`src/rtl/mult_product_accumulator_if.sv`:
```
// Job-control, product-input and result-output signals of mult_product_accumulator,
// bundled so the accumulator sees one slave port and the producer/consumer one master port.
interface mult_product_accumulator_if #(
  parameter int PROD_WIDTH = 64,
  parameter int ACC_WIDTH  = 72,
  parameter int LEN_WIDTH  = 16
);
  logic                         start;
  logic [LEN_WIDTH-1:0]         len;
  logic                         abort;
  logic                         busy;
  logic                         in_valid;
  logic                         in_ready;
  logic signed [PROD_WIDTH-1:0] in_product;
  logic                         out_valid;
  logic                         out_ready;
  logic signed [ACC_WIDTH-1:0]  out_acc;
  logic [LEN_WIDTH-1:0]         out_count;
  logic                         overflow;

  modport slave (
    input  start, len, abort, in_valid, in_product, out_ready,
    output busy, in_ready, out_valid, out_acc, out_count, overflow
  );

  modport master (
    output start, len, abort, in_valid, in_product, out_ready,
    input  busy, in_ready, out_valid, out_acc, out_count, overflow
  );
endinterface

```
`src/rtl/mult_product_accumulator.sv`:
```
// Sums a programmed number of signed multiplier products into one dot-product result per job.
// Build option MULT_ACC_SATURATE_EN: clamp the accumulator on signed overflow instead of wrapping.
module mult_product_accumulator #(
  parameter int PROD_WIDTH = 64,
  parameter int ACC_WIDTH  = 72,
  parameter int LEN_WIDTH  = 16
) (
  input  logic                   clk,
  input  logic                   rst_n,
  mult_product_accumulator_if.slave bus
);

  typedef enum logic [1:0] {
    IDLE   = 2'd0,
    ACCUM  = 2'd1,
    OUTPUT = 2'd2
  } state_e;

  state_e                      state_q, state_d;
  logic signed [ACC_WIDTH-1:0] acc_q, acc_d;
  logic [LEN_WIDTH-1:0]        remaining_q, remaining_d;
  logic [LEN_WIDTH-1:0]        count_q, count_d;
  logic                        ovf_q, ovf_d;

  logic                        in_ready_s;
  logic                        accept;
  logic signed [ACC_WIDTH-1:0] addend;
  logic signed [ACC_WIDTH-1:0] sum_raw;
  logic signed [ACC_WIDTH-1:0] acc_add;
  logic                        add_ovf;

  function automatic logic signed [ACC_WIDTH-1:0] sext_prod(
    input logic signed [PROD_WIDTH-1:0] p
  );
    return ACC_WIDTH'(p);
  endfunction

  // Two same-signed operands producing an opposite-signed result is the only overflow case.
  function automatic logic add_overflow(
    input logic signed [ACC_WIDTH-1:0] a,
    input logic signed [ACC_WIDTH-1:0] b,
    input logic signed [ACC_WIDTH-1:0] s
  );
    return (a[ACC_WIDTH-1] == b[ACC_WIDTH-1]) && (s[ACC_WIDTH-1] != a[ACC_WIDTH-1]);
  endfunction

`ifdef MULT_ACC_SATURATE_EN
  localparam logic signed [ACC_WIDTH-1:0] ACC_MAX = {1'b0, {(ACC_WIDTH-1){1'b1}}};
  localparam logic signed [ACC_WIDTH-1:0] ACC_MIN = {1'b1, {(ACC_WIDTH-1){1'b0}}};

  function automatic logic signed [ACC_WIDTH-1:0] saturate(input logic neg);
    return neg ? ACC_MIN : ACC_MAX;
  endfunction
`endif

  // Adder stage: sign-extend, add, detect overflow, resolve wrap or clamp
  always_comb begin
    addend  = sext_prod(bus.in_product);
    sum_raw = acc_q + addend;
    add_ovf = add_overflow(acc_q, addend, sum_raw);
`ifdef MULT_ACC_SATURATE_EN
    acc_add = add_ovf ? saturate(addend[ACC_WIDTH-1]) : sum_raw;
`else
    acc_add = sum_raw;
`endif
  end

  assign in_ready_s = (state_q == ACCUM);
  assign accept     = bus.in_valid && in_ready_s;

  always_ff @(posedge clk or negedge rst_n) begin
    if (!rst_n) begin
      state_q <= IDLE;
    end else begin
      state_q <= state_d;
    end
  end

  always_ff @(posedge clk or negedge rst_n) begin
    if (!rst_n) begin
      acc_q       <= '0;
      remaining_q <= '0;
      count_q     <= '0;
      ovf_q       <= 1'b0;
    end else begin
      acc_q       <= acc_d;
      remaining_q <= remaining_d;
      count_q     <= count_d;
      ovf_q       <= ovf_d;
    end
  end

  // abort outranks start, accept and the result handshake
  always_comb begin
    state_d     = state_q;
    acc_d       = acc_q;
    remaining_d = remaining_q;
    count_d     = count_q;
    ovf_d       = ovf_q;
    if (bus.abort) begin
      state_d     = IDLE;
      acc_d       = '0;
      remaining_d = '0;
      count_d     = '0;
      ovf_d       = 1'b0;
    end else begin
      case (state_q)
        IDLE: begin
          if (bus.start) begin
            acc_d       = '0;
            count_d     = '0;
            ovf_d       = 1'b0;
            remaining_d = bus.len;
            state_d     = (bus.len == '0) ? OUTPUT : ACCUM;
          end
        end
        ACCUM: begin
          if (accept) begin
            acc_d       = acc_add;
            count_d     = count_q + 1'b1;
            remaining_d = remaining_q - 1'b1;
            ovf_d       = ovf_q | add_ovf;
            if (remaining_q == LEN_WIDTH'(1)) begin
              state_d = OUTPUT;
            end
          end
        end
        OUTPUT: begin
          if (bus.out_ready) begin
            state_d = IDLE;
          end
        end
        default: state_d = IDLE;
      endcase
    end
  end

  // Result bus reads zero whenever no result is being offered
  always_comb begin
    bus.in_ready  = in_ready_s;
    bus.busy      = (state_q != IDLE);
    bus.out_valid = (state_q == OUTPUT);
    bus.out_acc   = (state_q == OUTPUT) ? acc_q : '0;
    bus.out_count = (state_q == OUTPUT) ? count_q : '0;
    bus.overflow  = ovf_q;
  end

endmodule

```
`src/flat_wrapper.sv`:
```
// flat-port wrapper written by rule: the top's interface ports become plain ports
module mult_product_accumulator_flat 
#(
  parameter int PROD_WIDTH = 64,
  parameter int ACC_WIDTH  = 72,
  parameter int LEN_WIDTH  = 16
)
  (clk, rst_n, bus_start, bus_len, bus_abort, bus_in_valid, bus_in_product, bus_out_ready, bus_busy, bus_in_ready, bus_out_valid, bus_out_acc, bus_out_count, bus_overflow);
  mult_product_accumulator_if #(.PROD_WIDTH(PROD_WIDTH), .ACC_WIDTH(ACC_WIDTH), .LEN_WIDTH(LEN_WIDTH)) bus_i ();
  input  logic clk;
  input  logic rst_n;
  input wire logic [$bits(bus_i.start)-1:0] bus_start;
  input wire logic [$bits(bus_i.len)-1:0] bus_len;
  input wire logic [$bits(bus_i.abort)-1:0] bus_abort;
  input wire logic [$bits(bus_i.in_valid)-1:0] bus_in_valid;
  input wire logic [$bits(bus_i.in_product)-1:0] bus_in_product;
  input wire logic [$bits(bus_i.out_ready)-1:0] bus_out_ready;
  output wire logic [$bits(bus_i.busy)-1:0] bus_busy;
  output wire logic [$bits(bus_i.in_ready)-1:0] bus_in_ready;
  output wire logic [$bits(bus_i.out_valid)-1:0] bus_out_valid;
  output wire logic [$bits(bus_i.out_acc)-1:0] bus_out_acc;
  output wire logic [$bits(bus_i.out_count)-1:0] bus_out_count;
  output wire logic [$bits(bus_i.overflow)-1:0] bus_overflow;
  assign bus_i.start = bus_start;
  assign bus_i.len = bus_len;
  assign bus_i.abort = bus_abort;
  assign bus_i.in_valid = bus_in_valid;
  assign bus_i.in_product = bus_in_product;
  assign bus_i.out_ready = bus_out_ready;
  assign bus_busy = bus_i.busy;
  assign bus_in_ready = bus_i.in_ready;
  assign bus_out_valid = bus_i.out_valid;
  assign bus_out_acc = bus_i.out_acc;
  assign bus_out_count = bus_i.out_count;
  assign bus_overflow = bus_i.overflow;
  mult_product_accumulator #(.PROD_WIDTH(PROD_WIDTH), .ACC_WIDTH(ACC_WIDTH), .LEN_WIDTH(LEN_WIDTH)) u_core (.clk(clk), .rst_n(rst_n), .bus(bus_i));
endmodule
```
`config.mk`:
```
export PLATFORM = sky130hd
export DESIGN_NAME = mult_product_accumulator_flat
export DESIGN_NICKNAME = d
export VERILOG_FILES = /design/src/rtl/mult_product_accumulator_if.sv /design/src/rtl/mult_product_accumulator.sv /design/src/flat_wrapper.sv
export SDC_FILE = /design/constraint.sdc
export NUM_CORES = 1
export LEC_CHECK = 0
export BUFFER_PORTS_ARGS = -buffer_cell sky130_fd_sc_hd__clkbuf_2
export CORE_UTILIZATION = 43
export DETAILED_ROUTE_END_ITERATION = 16
export PLACE_DENSITY = 0.7
export SETUP_SLACK_MARGIN = 0.15
export SLEW_MARGIN = 30
export SYNTH_ARGS = -nofsm -noshare
export SYNTH_HDL_FRONTEND = slang
export SYNTH_SLANG_ARGS = --single-unit
```
`constraint.sdc`:
```
create_clock -name clk -period 2.6 [get_ports clk]
set_input_delay 0.78 -clock clk [delete_from_list [all_inputs] [get_ports clk]]
set_output_delay 0.78 -clock clk [all_outputs]
set_load 0.005 [all_outputs]
```
==> impl_metrics.env <==
export IMPL_clkTransAtPathRegs_ps=90
export IMPL_ys_seq_area_share_pct=27.11
export IMPL_final_cells=2070
export IMPL_grtUsageTotal_pct=30.47
export IMPL_clkLatencyLatePin_ps=370
export IMPL_crit_end="u_core.acc_q[70]"
export IMPL_io_buffers=177
export IMPL_clockBufferDepth=2
export IMPL_ys_seq_elements=107
export IMPL_synth_nets=1450
export IMPL_critPathMaxFanout=2
export IMPL_h_tree_depth=3
export IMPL_drive_above_1_share_pct=44.99
export IMPL_async_flop_share_pct=100.0
export IMPL_power_mw=9.723
export IMPL_syn_area_um2=9877
export IMPL_area_growth_synth_to_final_pct=62.60
export IMPL_ant_nets=0
export IMPL_finalWorstPathRequiredPeriod_ps=3198
export IMPL_setup_worst_path_start_class="input port"
export IMPL_timing_rr_end="u_core.acc_q[70]"
export IMPL_via_count=12270
export IMPL_root_buffer="clkbuf_16"
export IMPL_finalSetupViolations=51
export IMPL_synthTopCellsByArea="dfrtp_1 27%, ha_1 9.4%, o21ai_0 6.9%"
export IMPL_drt_initial_drc_count=1026
export IMPL_io_pins=178
export IMPL_cts_buffers=9
export IMPL_rrSetupSlack_ps=-540
export IMPL_dpl_hpwl_um=25610
export IMPL_synth_compound_area_share_pct=29.14
export IMPL_wl_per_cell_um=19.53
export IMPL_drcViolationCount=0
export IMPL_finalCritPeriodShare_pct=123.0
export IMPL_clock_skew_ps=8.549
export IMPL_pre_cts_ws_ps=-984.0
export IMPL_synth_adder_area_share_pct=9.577
export IMPL_cts_tree="yes"
export IMPL_layout_common_cells="333 x buf_4, 134 x nand2_1, 127 x clkbuf_2, 108 x o21ai_0, 105 x dfrtp_1"
export IMPL_rows=55
export IMPL_synth_edf_count=0
export IMPL_status="finished with violations"
export IMPL_gp_congestion=0.8873
export IMPL_die_w_um=153.6
export IMPL_power_density_nw_per_um2=605.4
export IMPL_cts_sinks=107
export IMPL_initial_utilization_pct=43.76
export IMPL_grt_max_degree=62
export IMPL_worst_setup_path_type="in -> reg"
export IMPL_synth_top_area_share_pct=27.11
export IMPL_netlist_instances=1289
export IMPL_die_y_um=153.6
export IMPL_netlist_cell_type_count=71
export IMPL_cts_hold_fix_buffers=0
export IMPL_layout_nets=1941
export IMPL_p_leak_nw=7.883
export IMPL_startpoint="bus_in_product[0]"
export IMPL_dp_cells=2001
export IMPL_worstPathRequired_ps=2870
export IMPL_n_antenna_cell=0
export IMPL_synth_flop_cell="dfrtp_1"
export IMPL_grt_overflow_total=0
export IMPL_final_common_cell="buf_4"
export IMPL_grt_pass1_wl_um=57710
export IMPL_synth_simple_gate_area_share_pct=25.36
export IMPL_antenna_found_initial=1
export IMPL_maxCapViolCount=0
export IMPL_syn_avg_cell_area_um2=7.663
export IMPL_hold_viol=0
export IMPL_yosysTopAreaCell="dfrtp_1"
export IMPL_holdWs_ps=360.2
export IMPL_synth_warnings=0
export IMPL_worst_setup_path_end_kind="register"
export IMPL_fin_ws_ps=-598.3
export IMPL_core_um2=22570
export IMPL_synth_mux_area_share_pct=0.2027
export IMPL_wirelength_um=40420
export IMPL_vias_per_cell=5.926
export IMPL_synth_top_family_by_area="compound AO/OA/AOI/OAI gates"
export IMPL_rr_worst_depth=11
export IMPL_dieArea_um2=23580
export IMPL_synth_xor_area_share_pct=4.345
export IMPL_violations="negative setup slack"
export IMPL_tightest_slew_ps=615.2
export IMPL_rsz0062_at_grt="yes"
export IMPL_finalMaxSlewViolations=0
export IMPL_firstDrtPassIters=6
export IMPL_relSlewSlack_pct=58.99
export IMPL_fmax_ghz=0.3127
export IMPL_grt_pass1_vias=11460
export IMPL_hold_class="in -> async"
export IMPL_vdd_ir_drop_worst_mv=0.3102
export IMPL_r2r_start="u_core.acc_q[1]"
export IMPL_arrival_ps=3470
export IMPL_fill_cells=1658
-- worst min-delay path by stage --
| stage | from | end | slack (ps) | cells past startpoint |
|---|---|---|---|---|
| after CTS | rst_n | u_core.count_q[11] | 380 | 1 |
| after detailed placement | u_core.remaining_q[14] | u_core.remaining_q[14] | 490 | 2 |
| after global routing | rst_n | u_core.count_q[8] | 380 | 1 |
| after global placement | u_core.count_q[15] | u_core.count_q[15] | 470 | 1 |
| final | rst_n | u_core.count_q[8] | 360 | 1 |
| after floorplan | u_core.count_q[15] | u_core.count_q[15] | 440 | 1 |
-- where the power goes --
group	switching [mW]	leakage (nW)	internal, mW	total, mW
Clock	0.787	0.144	0.687	1.47
Combinational	3.20	6.27	2.84	6.05
Sequential	0.261	1.47	1.94	2.20
-- worst max-delay path, stage by stage --
cell,delay [ps]
buf_8,80
ha_4,120
inv_2,30
fa_2,370
nor2b_4,170
o2111ai_4,150
a211oi_4,340
o2111ai_4,190
a2111oi_4,450
o211a_1,230
o311ai_1,130
a21o_1,190
a32o_1,240
-- logic make-up (layout without fill, tap and decap cells) --
logic type	after synthesis	after routing
AO/OA/AOI/OAI	449	449
XOR/XNOR	49	49
adder cells (fa/ha/maj)	75	75
buffers and inverters	107	603
flip-flops	107	107
multiplexers	2	2
AND/OR/NAND/NOR	500	500
-- layer usage --
layer  global-route usage [%]  up-vias  share of wire, %
met5                        0        -                 0
met4                    13.29        0               4.9
met3                    4.171      154               7.2
met2                    51.58      627                47
met1                    38.75     5811                41
li1                         -     5675                 -
-- repair_timing --
action / 4_1_cts / 5_1_grt
resized for setup: 111 / 193
endpoints found under the setup margin: 141 / 131
pin swaps: 76 / 55
cloned: 3 / 10
setup buffers: 27 / 13
-- cell type report --
cell class	instances	area, um^2	share of cell area [%]
clock buffer	9	225.2	1.402
multi-input combinational	1075	8127	50.60
timing repair buffer	559	4489	27.95
tap	285	356.6	2.220
sequential	107	2680	16.69
clock inverter	7	77.57	0.4830
inverter	28	105.1	0.6544
-- through the flow --
stage	setup TNS (ps)	utilization (%)	cell area, um^2
detailed placement	-35760	61.26	13830
finish	-17440	71.15	16060
CTS	-12920	65.94	14880
global placement	-32380	61.26	13830
floorplan	-11250	-	10430
global route	-22000	71.15	16060
-- sequential cells by signal, summed over array words and instances, names as in the netlist --
register and flops:
u_core.acc_q 72, u_core.count_q 16, u_core.remaining_q 16, u_core.state_q 2
u_core.bus.overflow 1
-- synthesized netlist by cell type (19+ instances only) --
master    number
o21ai_0      137
a21oi_1      113
and3_1        19
nand3_1       34
nand4_1       34
nand2_1      142
dfrtp_1      107
xor2_1        24
ha_1          74
nor2_1        85
nor3_1        29
and2_1        92
inv_1         28
a21o_1        62
xnor2_1       25
clkbuf_1      63
(Power assumes the default switching activity.)
